File: config.mk
export PLATFORM = sky130hd
export DESIGN_NAME = rescue_lane_loader_flat
export DESIGN_NICKNAME = d
export VERILOG_FILES = /design/src/rtl/rescue_pkg.sv /design/src/rtl/rescue_lane_loader_if.sv /design/src/rtl/rescue_canon_check.sv /design/src/rtl/rescue_lane_loader.sv /design/src/flat_wrapper.sv
export SDC_FILE = /design/constraint.sdc
export NUM_CORES = 1
export LEC_CHECK = 0
export BUFFER_PORTS_ARGS = -buffer_cell sky130_fd_sc_hd__buf_2
export CAP_MARGIN = 15
export CELL_PAD_IN_SITES_DETAIL_PLACEMENT = 2
export CELL_PAD_IN_SITES_GLOBAL_PLACEMENT = 2
export CORE_AREA = 2 2 205 207
export DETAILED_ROUTE_END_ITERATION = 8
export DIE_AREA = 0 0 207 209
export GPL_TIMING_DRIVEN = 0
export HOLD_SLACK_MARGIN = 0.03
export PLACE_DENSITY = 0.78
export SYNTH_ARGS = -nofsm -noshare
export SYNTH_HDL_FRONTEND = slang
export SYNTH_SLANG_ARGS = --single-unit
File: constraint.sdc
create_clock -name clk -period 5.5 [get_ports clk]
set_clock_uncertainty 0.15 [all_clocks]
set_input_delay 0.55 -clock clk [delete_from_list [all_inputs] [get_ports clk]]
set_output_delay 0.55 -clock clk [all_outputs]
set_load 0.01 [all_outputs]
File: src/rtl/rescue_pkg.sv
// Shared constants and state encoding for the Rescue-Prime input stages.
// The modulus is the BN254 scalar field prime.
package rescue_pkg;

    localparam int N_BITS      = 254;
    localparam int STATE_SIZE  = 3;
    localparam int RATE        = STATE_SIZE - 1;
    localparam int NUM_LANES   = 13;
    localparam int BATCH_WORDS = NUM_LANES * STATE_SIZE;

    localparam logic [N_BITS-1:0] PRIME_MODULUS =
        254'h30644e72e131a029b85045b68181585d2833e84879b9709143e1f593f0000001;

    localparam logic [3:0] LAST_LANE = 4'(NUM_LANES - 1);

    typedef enum logic [2:0] {
        RST,
        LOAD,
        PAD,
        CAP,
        FIRE,
        WAIT_ACK
    } loader_state_t;

endpackage

File: src/rtl/rescue_lane_loader_if.sv
// Element stream into the lane loader: valid/ready plus end-of-lane marker.
interface rescue_lane_loader_if;

    logic                          in_valid;
    logic                          in_ready;
    logic                          in_last;
    logic [rescue_pkg::N_BITS-1:0] in_data;

    modport master (
        output in_valid,
        output in_last,
        output in_data,
        input  in_ready
    );

    modport slave (
        input  in_valid,
        input  in_last,
        input  in_data,
        output in_ready
    );

endinterface

File: src/rtl/rescue_canon_check.sv
// Flags whether a field element is already reduced below the modulus.
module rescue_canon_check
    import rescue_pkg::*;
(
    input  logic [N_BITS-1:0] data,
    output logic              is_canon
);

    assign is_canon = (data < PRIME_MODULUS);

endmodule

File: src/rtl/rescue_lane_loader.sv
// Pads per-lane messages to the rate, appends a length word and streams
// the 39-word state into the permutation core, then fires and rewinds it.
module rescue_lane_loader
    import rescue_pkg::*;
(
    input  logic                 clk,
    input  logic                 reset,
    rescue_lane_loader_if.slave  in_if,
    output logic                 core_reset,
    output logic                 core_wr,
    output logic [N_BITS-1:0]    core_data,
    output logic                 core_enable,
    input  logic                 core_done,
    input  logic                 batch_ack,
    output logic                 busy,
    output logic                 err_framing,
    output logic                 err_noncanon
);

    loader_state_t state;
    loader_state_t nxt;

    logic [3:0] lane_cnt;
    logic [1:0] elem_cnt;
    logic       canon;
    logic       accept;

    rescue_canon_check u_canon (
        .data     (in_if.in_data),
        .is_canon (canon)
    );

    assign in_if.in_ready = (state == LOAD);
    assign busy           = (state != LOAD);
    assign accept         = in_if.in_valid && (state == LOAD);

    always_ff @(posedge clk) begin
        if (reset) begin
            state <= RST;
        end else begin
            state <= nxt;
        end
    end

    always_comb begin
        nxt = state;
        unique case (state)
            RST:  nxt = LOAD;
            LOAD: begin
                if (accept) begin
                    if (elem_cnt != 2'd0) begin
                        nxt = CAP;
                    end else if (in_if.in_last) begin
                        nxt = PAD;
                    end
                end
            end
            PAD:  nxt = CAP;
            CAP:  nxt = (lane_cnt == LAST_LANE) ? FIRE : LOAD;
            FIRE: begin
                if (core_done) begin
                    nxt = WAIT_ACK;
                end
            end
            WAIT_ACK: begin
                if (batch_ack) begin
                    nxt = RST;
                end
            end
            default: nxt = RST;
        endcase
    end

    // Enable drops in the same edge that sees core_done.
    always_ff @(posedge clk) begin
        if (reset) begin
            core_reset   <= 1'b1;
            core_wr      <= 1'b0;
            core_data    <= '0;
            core_enable  <= 1'b0;
            err_framing  <= 1'b0;
            err_noncanon <= 1'b0;
            lane_cnt     <= '0;
            elem_cnt     <= '0;
        end else begin
            core_reset  <= (nxt == RST);
            core_enable <= (state == FIRE) && (nxt == FIRE);
            core_wr     <= 1'b0;
            unique case (state)
                RST: begin
                    lane_cnt <= '0;
                    elem_cnt <= '0;
                end
                LOAD: begin
                    if (accept) begin
                        core_wr   <= 1'b1;
                        core_data <= canon ? in_if.in_data : '0;
                        elem_cnt  <= elem_cnt + 2'd1;
                        if (!canon) begin
                            err_noncanon <= 1'b1;
                        end
                        if (elem_cnt != 2'd0 && !in_if.in_last) begin
                            err_framing <= 1'b1;
                        end
                    end
                end
                PAD: begin
                    core_wr   <= 1'b1;
                    core_data <= '0;
                end
                CAP: begin
                    core_wr   <= 1'b1;
                    core_data <= N_BITS'(elem_cnt);
                    elem_cnt  <= '0;
                    lane_cnt  <= (lane_cnt == LAST_LANE) ?
                                 4'd0 : lane_cnt + 4'd1;
                end
                default: ;
            endcase
        end
    end

endmodule

File: src/flat_wrapper.sv
// flat-port wrapper written by rule: the top's interface ports become plain ports
module rescue_lane_loader_flat import rescue_pkg::*;
  (clk, reset, core_reset, core_wr, core_data, core_enable, core_done, batch_ack, busy, err_framing, err_noncanon, in_if_in_valid, in_if_in_last, in_if_in_data, in_if_in_ready);
  rescue_lane_loader_if in_if_i ();
  input  logic clk;
  input  logic reset;
  output logic core_reset;
  output logic core_wr;
  output logic [N_BITS-1:0] core_data;
  output logic core_enable;
  input  logic core_done;
  input  logic batch_ack;
  output logic busy;
  output logic err_framing;
  output logic err_noncanon;
  input wire logic [$bits(in_if_i.in_valid)-1:0] in_if_in_valid;
  input wire logic [$bits(in_if_i.in_last)-1:0] in_if_in_last;
  input wire logic [$bits(in_if_i.in_data)-1:0] in_if_in_data;
  output wire logic [$bits(in_if_i.in_ready)-1:0] in_if_in_ready;
  assign in_if_i.in_valid = in_if_in_valid;
  assign in_if_i.in_last = in_if_in_last;
  assign in_if_i.in_data = in_if_in_data;
  assign in_if_in_ready = in_if_i.in_ready;
  rescue_lane_loader u_core (.clk(clk), .reset(reset), .in_if(in_if_i), .core_reset(core_reset), .core_wr(core_wr), .core_data(core_data), .core_enable(core_enable), .core_done(core_done), .batch_ack(batch_ack), .busy(busy), .err_framing(err_framing), .err_noncanon(err_noncanon));
endmodule
==> results.py, run 1 <==
metrics = {
    "logic_synthesis": {
        "yosys_warnings": 0,
        "synth-async-reset-ratio_pct": 0,
        "synth_enable_flop_cells": 0,
        "syn_inst": 864,
        "synth_cell_types": 49,
        "ys.flop_type": "dfxtp_1",
        "seq_area_frac_synth_pct": 56.3,
        "syn_area_per_cell_um2": 11.0,
        "synth_nets": 1127,
        "synthesis.area_mm2": 0.00954,
        "ys_ff_latch": 268,
    },
    "timing": {
        "setup_viol": 0,
        "timing.final.crit_share_pct": 82.0,
        "clock.fmax_ghz": 0.222,
        "period_minus_slack_ps": 4510,
        "rsz0062_at_grt": "false",
        "setup_ws_ps": 988,
        "finalHoldViolCount": 0,
        "tightestPinTransition_ps": 1020,
        "setup-tns-final_ps": 0,
        "slew_viol_final": 0,
        "relSlewSlack_pct": 31.1,
    },
    "power": {
        "switching_share_pct": 26.0,
        "power_leakage_nw": 6.58,
        "clock_power_share_pct": 43.9,
        "p_seq_share_pct": 44.0,
        "p_per_area_mw_per_mm2": 338,
        "ir_worst_vdd_mv": 0.198,
        "comb_power_share_pct": 12.0,
        "p_int_mw": 3.50,
        "p_switching_mw": 1.23,
    },
    "worst_setup_path": {
        "critical_path.cell_chain": "dlygate4sd3_1, buf_2, or3_1, o2111a_1, o31ai_1, o21ai_1, a211oi_1, o21ai_1, a2111oi_4, clkbuf_1, buf_2, a22o_1",
        "crit_path_top_delay_cell": "a2111oi_4",
        "crit_fanout": 10,
        "crit_path_max_incr_delay_ps": 920,
        "crit_type": "in2reg",
        "required_ps": 5850,
        "end_kind": "register",
        "start_kind": "input port",
        "critPathTopFamily": "compound AO/OA/AOI/OAI gates",
        "critPathBufInv": 4,
        "cp.arrival_ps": 4860,
    },
    "floorplan": {
        "core_mm2": 0.0413,
        "fp-row-count": 75,
        "die_y_um": 209,
        "io_pins": 521,
        "dieArea_mm2": 0.0433,
        "die_width_um": 207,
        "start_util_pct": 23.1,
    },
    "layout": {
        "area_delta_synth_final_pct": 46.5,
        "drive_gt1_share_pct": 40.3,
        "layout_common_cells": "536 x buf_2, 268 x dfxtp_1, 252 x a22o_1, 52 x clkbuf_1, 35 x nor2_1",
        "post-route-util_pct": 33.8,
        "layout_commonest_cell": "buf_2",
        "fin_nets": 1693,
    },
    "placement": {
        "dp_hpwl_mm": 34.6,
        "place.gp.congestion": 0.824,
        "place_ws_ps": 719,
        "port-buffer-count": 518,
    },
    "clock_tree": {
        "clock_sinks": 268,
        "ctsRootBufferMaster": "clkbuf_16",
        "clk_latency_ps": 570,
        "clk_pin_slew_ps": 60,
        "cts_resized": 0,
        "cts_buffer_depth": 3,
        "cts-buffers-inserted": 31,
        "h-tree-depth": 1,
        "cts_tree": "yes",
    },
    "grt": {
        "antenna_found_initial": 3,
        "grt_pass1_vias": 10800,
        "grt_max_degree": 15,
        "track_usage_pct": 19.5,
        "grt_pass1_wl_mm": 66.6,
        "globalRouteOverflowTotal": 0,
    },
    "route": {
        "viasPerCell": 5.00,
        "vias": 9968,
        "drt_first_iter_violations": 466,
        "first_pass_iters": 5,
        "route.detailed.drc": 0,
        "wl_mm": 44.6,
        "wl_per_cell_um": 22.4,
        "postRouteAntennaNets": 0,
    },
    "run_status": {
        "status": "finished clean",
    },
    "hold_path": {
        "hold_class": "in2reg",
    },
    "job": {
        "maxCapViolCount": 0,
    },
}
-- worst register-to-register path, stage by stage, from the launching register on --
cell       delay (ps)
dfxtp_1           330
nor2b_1           440
nor2b_1           450
nand2_1           160
a2111oi_4         950
clkbuf_1          500
buf_2             360
a22o_1            190
-- routing by layer --
layer | GRT usage [%] | wire length [um] | up-vias
met4 | 6.75 | 1460 | 2
met1 | 22.3 | 17700 | 4940
met2 | 35.1 | 22500 | 375
met3 | 5.18 | 2960 | 86
li1 | - | - | 4565
met5 | 0 | 13 | -
-- power by group through the flow --
| stage | sequential [mW] | combinational (mW) | clock [mW] |
|---|---|---|---|
| 2_1_floorplan | 2.16 | 0.196 | 0 |
| 3_3_place_gp | 2.12 | 0.542 | 0 |
| 3_5_place_dp | 2.12 | 0.560 | 0 |
| 4_1_cts | 2.08 | 0.574 | 2.13 |
| 5_1_grt | 2.09 | 0.617 | 2.21 |
| 6_report | 2.08 | 0.568 | 2.08 |
-- final timing paths --
path	from	end	slack [ps]	cells after the start
max	in_if_in_data[211]	u_core.core_data[138]$_SDFFE_PP0P_	990	12
min reg2reg	u_core.err_framing$_SDFFE_PP0P_	u_core.err_framing$_SDFFE_PP0P_	310	2
min	in_if_in_data[247]	u_core.core_data[247]$_SDFFE_PP0P_	60	2
max reg2reg	u_core.state[0]$_SDFF_PP0_	u_core.core_data[138]$_SDFFE_PP0P_	1900	7
-- sequential cells by signal, summed over array words and instances (netlist names) --
| name | cells |
|---|---|
| u_core.core_enable | 1 |
| u_core.lane_cnt | 4 |
| u_core.elem_cnt | 2 |
| u_core.err_framing | 1 |
| u_core.core_reset | 1 |
| u_core.err_noncanon | 1 |
| u_core.core_data | 254 |
| u_core.state | 3 |
| u_core.core_wr | 1 |
-- through the flow --
stage	area (um2)	power [mW]	hold slack, ps	std cells
finish	14000	4.73	62.3	1993
global route	14000	4.92	37.9	1993
CTS	14000	4.79	30.3	1991
detailed placement	12800	2.68	299	1921
global placement	12800	2.66	300	1921
floorplan	9540	2.35	317	864
-- cell families after synthesis --
| kind of cell | count (synthesis) | share of synthesized area, % |
|---|---|---|
| AO/OA/AOI/OAI | 340 | 29.4 |
| flip-flops | 268 | 56.3 |
| AND/OR/NAND/NOR | 181 | 10.8 |
| buffers and inverters | 71 | 3.07 |
| adder cells (fa/ha/maj) | 3 | 0.394 |
| multiplexers | 1 | 0.105 |
-- timing repair --
item                                   4_1_cts  5_1_grt
endpoints found under the hold margin       15        0
hold buffers                                15        0
setup buffers                                0        0
-- area by class of cell --
| cell class | instances | area [um2] |
|---|---|---|
| inverter | 9 | 33.8 |
| buffer | 62 | 259 |
| antenna | 2 | 5.00 |
| fill | 4630 | 27300 |
| tap | 539 | 674 |
| sequential | 268 | 5370 |
| timing repair buffer | 533 | 2740 |
| clock inverter | 7 | 92.6 |
| clock buffer | 48 | 920 |
| multi-input combinational | 525 | 3880 |
-- synthesized netlist by cell type, drive strengths merged (4+ instances only) --
cell | count | area [um2]
dfxtp | 268 | 5370
nand2 | 23 | 86.3
a21o | 4 | 30.0
nand3 | 16 | 80.1
and3 | 5 | 31.3
nand3b | 4 | 30.0
o31ai | 4 | 30.0
nor2 | 35 | 131
nor3 | 14 | 70.1
and4b | 4 | 40.0
a31oi | 10 | 62.6
a21oi | 19 | 95.1
o21a | 5 | 37.5
o21ai | 20 | 100
nand4b | 10 | 87.6
buf | 19 | 97.6
a311oi | 4 | 35.0
nand2b | 4 | 25.0
clkbuf | 43 | 161
a22o | 252 | 2210
nor4 | 24 | 150
inv | 9 | 33.8
or4 | 11 | 82.6
nor2b | 5 | 31.3
nand4 | 14 | 87.6
(Power assumes the default switching activity.)
==> inputs of run 2 (changes only) <==
--- a/config.mk
+++ b/config.mk
@@ -5,16 +5,18 @@
 export SDC_FILE = /design/constraint.sdc
 export NUM_CORES = 1
 export LEC_CHECK = 0
+export ABC_AREA = 1
 export BUFFER_PORTS_ARGS = -buffer_cell sky130_fd_sc_hd__buf_2
 export CAP_MARGIN = 15
 export CELL_PAD_IN_SITES_DETAIL_PLACEMENT = 2
 export CELL_PAD_IN_SITES_GLOBAL_PLACEMENT = 2
-export CORE_AREA = 2 2 205 207
+export CORE_ASPECT_RATIO = 0.7
+export CORE_MARGIN = 2
+export CORE_UTILIZATION = 25
 export DETAILED_ROUTE_END_ITERATION = 8
-export DIE_AREA = 0 0 207 209
 export GPL_TIMING_DRIVEN = 0
 export HOLD_SLACK_MARGIN = 0.03
-export PLACE_DENSITY = 0.78
+export PLACE_DENSITY = 0.85
 export SYNTH_ARGS = -nofsm -noshare
 export SYNTH_HDL_FRONTEND = slang
 export SYNTH_SLANG_ARGS = --single-unit
==> constraint.sdc (replaced) <==
create_clock -name clk -period 4.5 [get_ports clk]
set_clock_uncertainty 0.15 [all_clocks]
set_input_delay 0.45 -clock clk [delete_from_list [all_inputs] [get_ports clk]]
set_output_delay 0.45 -clock clk [all_outputs]
set_load 0.01 [all_outputs]
==> run 2 against run 1 <==
Against the previous run:
- flip-flop and latch count is the same
- critical path depth grew 1
- wire length grew 88%
- synthesized area grew 30%
- register-to-register slack lost 180 ps
- power grew 38%
- worst setup slack gained 290 ps
- clock-buffer cell count is the same
- sequential power grew 23%
- global-route usage grew 11 points
- cell area grew 37%
- critical path type unchanged
- largest cell class is now multi-input combinational cells
- highest routed layer unchanged
==> results.py, run 2 <==
metrics = {
    "clock_tree": {
        "cts_tree": "yes",
        "cts_resized": 0,
        "clk_pin_slew_ps": 70,
        "clk_latency_ps": 580,
        "cts_buffer_depth": 3,
        "hold_buffers": 222,
        "clock_sinks": 268,
        "cts_setup_buffers": 0,
        "cts-buffers-inserted": 31,
        "ctsRootBufferMaster": "clkbuf_16",
        "h-tree-depth": 1,
    },
    "timing": {
        "clock.fmax_ghz": 0.310,
        "tightestPinTransition_ps": 858,
        "setup-tns-final_ps": 0,
        "relSlewSlack_pct": 42.8,
        "slew_viol_final": 0,
        "rsz0062_at_grt": "false",
        "timing.final.crit_share_pct": 71.7,
        "period_minus_slack_ps": 3230,
        "setup_viol": 0,
        "setup_ws_ps": 1270,
        "finalHoldViolCount": 0,
        "hold_slack_ps": 58.4,
    },
    "logic_synthesis": {
        "synth_cell_types": 37,
        "yosysMostFrequentCell": "nand2_1",
        "ys_ff_latch": 268,
        "synth-async-reset-ratio_pct": 0,
        "ys.flop_type": "dfxtp_1",
        "netlist_top_cells_count": "397 x nand2_1, 278 x a21oi_1, 268 x dfxtp_1",
        "seq_area_frac_synth_pct": 43.2,
        "synth_enable_flop_cells": 0,
        "ys_top_cells_by_area": "dfxtp_1 43%, nand4_1 13%, nand2_1 12%, a21oi_1 11%, nor2_1 4.7%",
        "syn_area_per_cell_um2": 7.16,
        "synth_top_area_share_pct": 43.2,
        "yosys_warnings": 0,
        "post-synth-top-area-cell": "dfxtp_1",
        "syn_inst": 1732,
        "synthesis.area_mm2": 0.0124,
        "synth_nets": 1995,
    },
    "route": {
        "wl_mm": 84.0,
        "vias": 17100,
        "met1_length_mm": 33.4,
        "wl_met3_mm": 4.35,
        "route.top_layer_used": "met5",
        "wl_met2_mm": 41.3,
        "route.detailed.drc": 0,
        "wl_per_cell_um": 26.1,
        "first_pass_iters": 7,
        "drt_first_iter_violations": 1195,
        "postRouteAntennaNets": 0,
        "viasPerCell": 5.31,
    },
    "power": {
        "p_per_area_mw_per_mm2": 341,
        "ir_worst_vdd_mv": 0.262,
        "finalPower_mw": 6.53,
        "power_leakage_nw": 8.41,
    },
    "layout": {
        "fin_nets": 2771,
        "reg.largest.list": "u_core.core_data x254, u_core.lane_cnt x4, u_core.state x3",
        "post-route-util_pct": 39.0,
        "area_delta_synth_final_pct": 54.5,
        "drive_gt1_share_pct": 25.9,
        "layout.cells.non_filler": 3216,
        "largest_reg_flops": 254,
        "top_register": "u_core.core_data",
        "layout_commonest_cell": "buf_2",
        "stdcell_area_mm2": 0.0192,
        "layout_common_cells": "560 x buf_2, 397 x nand2_1, 278 x a21oi_1, 268 x dfxtp_1, 266 x nand4_1",
    },
    "floorplan": {
        "io_pins": 521,
        "start_util_pct": 25.2,
        "dieArea_mm2": 0.0514,
        "die_width_um": 270,
        "core_mm2": 0.0492,
        "die_y_um": 190,
        "fp-row-count": 68,
    },
    "run_status": {
        "status": "finished clean",
    },
    "worst_setup_path": {
        "cp_common_cell": "nand3_1",
        "critPathBufInv": 4,
        "crit_path_max_incr_delay_ps": 580,
        "critical_path.cell_chain": "dlygate4sd3_1, buf_2, nor2_1, nand3_1, nand3_1, o21ai_1, a21oi_1, nand3_1, nor2_2, buf_4, buf_2, nand4_1, a21oi_1",
        "end_kind": "register",
        "crit_type": "in2reg",
        "crit_path_top_delay_cell": "dlygate4sd3_1",
        "critPathTopFamily": "buffers and inverters",
        "required_ps": 4810,
        "cp.arrival_ps": 3540,
        "start_kind": "input port",
        "crit_fanout": 10,
    },
    "placement": {
        "dp_cells": 2916,
        "detailed_place.area_mm2": 0.0158,
        "dp_hpwl_mm": 50.2,
        "place.gp.congestion": 0.899,
        "port-buffer-count": 519,
        "place_ws_ps": 1520,
    },
    "grt": {
        "globalRouteOverflowTotal": 0,
        "antenna_found_initial": 20,
        "track_usage_pct": 31.0,
        "grt_pass1_vias": 19000,
        "grt_pass1_wl_mm": 123,
        "grt_max_degree": 15,
    },
    "job": {
        "maxCapViolCount": 0,
    },
    "hold_path": {
        "hold_class": "in2reg",
    },
}
==> run 2: worst register-to-register path: stages (launching register included) <==
cell and delay (ps):
dfxtp_1 360, nand2_1 130, nor2_2 70, nand2_2 150
inv_2 70, nor2_1 280, buf_2 470, clkbuf_1 510
nand2_1 130, a21oi_1 330
==> run 2: routing by layer <==
layer | vias up | track usage (%)
li1 | 7499 | -
met1 | 8532 | 35.7
met2 | 743 | 54.9
met3 | 285 | 5.99
met4 | 6 | 16.1
met5 | - | 0
==> run 2: final cells by class <==
| type | instances | area [um2] |
|---|---|---|
| sequential | 268 | 5370 |
| antenna | 19 | 47.5 |
| buffer | 141 | 828 |
| inverter | 117 | 439 |
| timing repair buffer | 743 | 4840 |
| fill | 5729 | 30000 |
| clock inverter | 9 | 110 |
| tap | 665 | 832 |
| clock buffer | 48 | 930 |
| multi-input combinational | 1206 | 5770 |
==> run 2: cells by family (layout without fill, tap and decap cells) <==
| logic type | Yosys count | in the layout | share of synthesized area [%] |
|---|---|---|---|
| simple gates | 902 | 902 | 33.9 |
| flops | 268 | 268 | 43.2 |
| fa+ha+maj | 3 | 3 | 0.303 |
| compound gates | 301 | 301 | 12.3 |
| buf+inv | 258 | 1058 | 10.2 |
| other cells | 0 | 19 | 0 |
==> run 2: where the power goes <==
part | internal (mW) | switching, mW
logic | 0.449 | 0.775
clock network | 1.53 | 1.22
registers | 2.48 | 0.0745
total | 4.46 | 2.07
==> run 2: final timing paths <==
check,start,cells past startpoint,to,slack [ps]
worst max-delay path,in_if_in_data[250],13,u_core.core_data[228]$_SDFFE_PP0P_,1270
worst min register to register,u_core.core_data[192]$_SDFFE_PP0P_,2,u_core.core_data[192]$_SDFFE_PP0P_,320
worst max register to register,u_core.state[0]$_SDFF_PP0_,9,u_core.core_data[228]$_SDFFE_PP0P_,1720
worst min-delay path,in_if_in_data[166],3,u_core.core_data[166]$_SDFFE_PP0P_,60
==> inputs of run 3 (changes only) <==
--- a/config.mk
+++ b/config.mk
@@ -5,18 +5,18 @@
 export SDC_FILE = /design/constraint.sdc
 export NUM_CORES = 1
 export LEC_CHECK = 0
-export ABC_AREA = 1
+export ABC_AREA = 0
 export BUFFER_PORTS_ARGS = -buffer_cell sky130_fd_sc_hd__buf_2
 export CAP_MARGIN = 15
 export CELL_PAD_IN_SITES_DETAIL_PLACEMENT = 2
 export CELL_PAD_IN_SITES_GLOBAL_PLACEMENT = 2
 export CORE_ASPECT_RATIO = 0.7
 export CORE_MARGIN = 2
-export CORE_UTILIZATION = 25
+export CORE_UTILIZATION = 23
 export DETAILED_ROUTE_END_ITERATION = 8
 export GPL_TIMING_DRIVEN = 0
 export HOLD_SLACK_MARGIN = 0.03
-export PLACE_DENSITY = 0.85
+export PLACE_DENSITY = 0.8
 export SYNTH_ARGS = -nofsm -noshare
 export SYNTH_HDL_FRONTEND = slang
 export SYNTH_SLANG_ARGS = --single-unit
==> constraint.sdc (replaced) <==
create_clock -name clk -period 2.8 [get_ports clk]
set_clock_uncertainty 0.15 [all_clocks]
set_input_delay 0.28 -clock clk [delete_from_list [all_inputs] [get_ports clk]]
set_output_delay 0.28 -clock clk [all_outputs]
set_load 0.01 [all_outputs]
==> run 3 against run 2 <==
Against the previous run:
- the flow now finishes with violations (negative setup slack)
- critical path type unchanged
- largest power group unchanged
- register-to-register slack worse by 1600 ps
- first-iteration DRC count decreased by 56%
- cell count is 30% lower
- flip-flop and latch count stayed put
- clock-buffer cell count is 5 lower
- critical path depth decreased by 1
- hold slack improved by 21 ps
- sequential share of layout area grew 3.1 points
- non-clock buffer count down 30
- critical endpoint is now u_core.core_data[110]$_SDFFE_PP0P_
- worst setup slack got worse by 1300 ps
- global-route usage is 4.9 points lower
==> results.py, run 3 (synthesized netlist as in run 1, its figures left out) <==
metrics = {
    "run_status": {
        "status": "finished, violations left",
        "violations": "negative setup slack",
    },
    "layout": {
        "layout_common_cells": "518 x buf_2, 268 x dfxtp_1, 259 x dlygate4sd3_1, 249 x a22o_1, 33 x clkbuf_16",
        "largest_reg_flops": 254,
        "post-route-util_pct": 42.1,
        "stdcell_area_mm2": 0.0172,
        "fin_nets": 1950,
        "area_delta_synth_final_pct": 80.7,
        "reg.largest.list": "u_core.core_data x254, u_core.lane_cnt x4, u_core.state x3",
        "drive_gt1_share_pct": 38.7,
        "top_register": "u_core.core_data",
        "layout_commonest_cell": "buf_2",
    },
    "route": {
        "wl_mm": 59.9,
        "postRouteAntennaNets": 0,
        "first_pass_iters": 5,
        "viasPerCell": 5.11,
        "wl_per_cell_um": 26.5,
        "vias": 11600,
        "drt_first_iter_violations": 523,
        "route.detailed.drc": 0,
    },
    "floorplan": {
        "core_mm2": 0.0410,
        "io_pins": 521,
        "die_width_um": 247,
        "fp-row-count": 62,
        "start_util_pct": 23.3,
        "dieArea_mm2": 0.0431,
        "die_y_um": 174,
    },
    "worst_setup_path": {
        "end_kind": "register",
        "crit_type": "in2reg",
        "crit_fanout": 10,
        "required_ps": 3160,
        "critPathLaunch": "in_if_in_data[25]",
        "cp.arrival_ps": 3220,
        "start_kind": "input port",
        "r2r-start": "u_core.state[0]$_SDFF_PP0_",
    },
    "power": {
        "p_per_area_mw_per_mm2": 578,
        "finalPower_mw": 9.96,
        "power_leakage_nw": 7.90,
        "ir_worst_vdd_mv": 0.521,
    },
    "grt": {
        "globalRouteOverflowTotal": 0,
        "antenna_found_initial": 12,
        "grt_pass1_vias": 13200,
        "grt_pass1_wl_mm": 85.5,
        "grt_max_degree": 15,
        "track_usage_pct": 26.1,
    },
    "clock_tree": {
        "cts_buffer_depth": 3,
        "clk_latency_ps": 570,
        "clock_sinks": 268,
        "cts_tree": "yes",
        "cts-buffers-inserted": 29,
        "h-tree-depth": 1,
        "ctsRootBufferMaster": "clkbuf_16",
        "clk_pin_slew_ps": 60,
    },
    "timing": {
        "clock.fmax_ghz": 0.349,
        "relSlewSlack_pct": 58.6,
        "setup_ws_ps": -64.6,
        "setup_viol": 69,
        "rsz0062_at_grt": "true",
        "timing.final.crit_share_pct": 102,
        "slew_viol_final": 0,
        "hold_slack_ps": 79.5,
        "tightestPinTransition_ps": 615,
        "period_minus_slack_ps": 2860,
        "finalHoldViolCount": 0,
    },
    "hold_path": {
        "hold_class": "in2reg",
        "min_from": "in_if_in_valid",
    },
    "placement": {
        "port-buffer-count": 518,
        "dp_hpwl_mm": 34.6,
        "place.gp.congestion": 0.837,
        "place_ws_ps": -1500,
        "detailed_place.area_mm2": 0.0129,
    },
    "job": {
        "maxCapViolCount": 0,
    },
}
-- run 3: per-stage QoR --
stage,instances,setup TNS [ps]
2_1_floorplan,864,0
3_3_place_gp,1926,-341670
3_5_place_dp,1927,-360910
4_1_cts,2243,-47.9
5_1_grt,2261,-12730
6_report,2261,-1130
-- run 3: worst paths after layout --
kind / endpoint / slack, ps / cells after the start
max: u_core.core_data[110]$_SDFFE_PP0P_ / -60 / 12
min: u_core.state[1]$_SDFF_PP0_ / 80 / 3
max reg2reg: u_core.core_data[110]$_SDFFE_PP0P_ / 80 / 8
min reg2reg: u_core.core_data[227]$_SDFFE_PP0P_ / 320 / 1
-- run 3: repair_timing --
action	CTS	global route
setup buffers	4	4
pin swaps	10	35
hold buffers	259	0
resized for setup	51	69
endpoints found under the hold margin	258	0
gates cloned	3	4
setup endpoints to repair	254	255
-- run 3: layout make-up --
| type | count | area [um2] |
|---|---|---|
| inverter | 9 | 33.8 |
| tap | 544 | 681 |
| sequential | 268 | 5370 |
| clock buffer | 43 | 888 |
| buffer | 61 | 493 |
| clock inverter | 8 | 145 |
| fill | 4313 | 23700 |
| antenna | 10 | 25.0 |
| multi-input combinational | 525 | 4160 |
| timing repair buffer | 793 | 5450 |
-- run 3: critical path, stage by stage --
cell and delay [ps]:
buf_2 120, nor4_2 370, nand4_1 350, o2111ai_4 370, a31oi_4 150, nor3_4 240
o31ai_4 110, a2111oi_4 450, buf_6 200, buf_12 170, buf_6 170, a22o_1 200
-- run 3: report_power, final --
part / leakage, nW / internal (mW) / switching (mW)
clock network: 0.505 / 2.54 / 1.74
registers: 2.18 / 3.99 / 0.120
logic: 5.22 / 0.754 / 0.815
total: 7.90 / 7.29 / 2.67
-- run 3: routing by layer --
metal  global-route usage (%)  vias to the layer above  share of wire [%]
li1                         -                     5082                  -
met1                     28.0                     5825                 37
met5                        0                        -              0.045
met2                     47.5                      475                 52
met3                     6.14                      169                5.7
met4                     13.1                        4                5.3
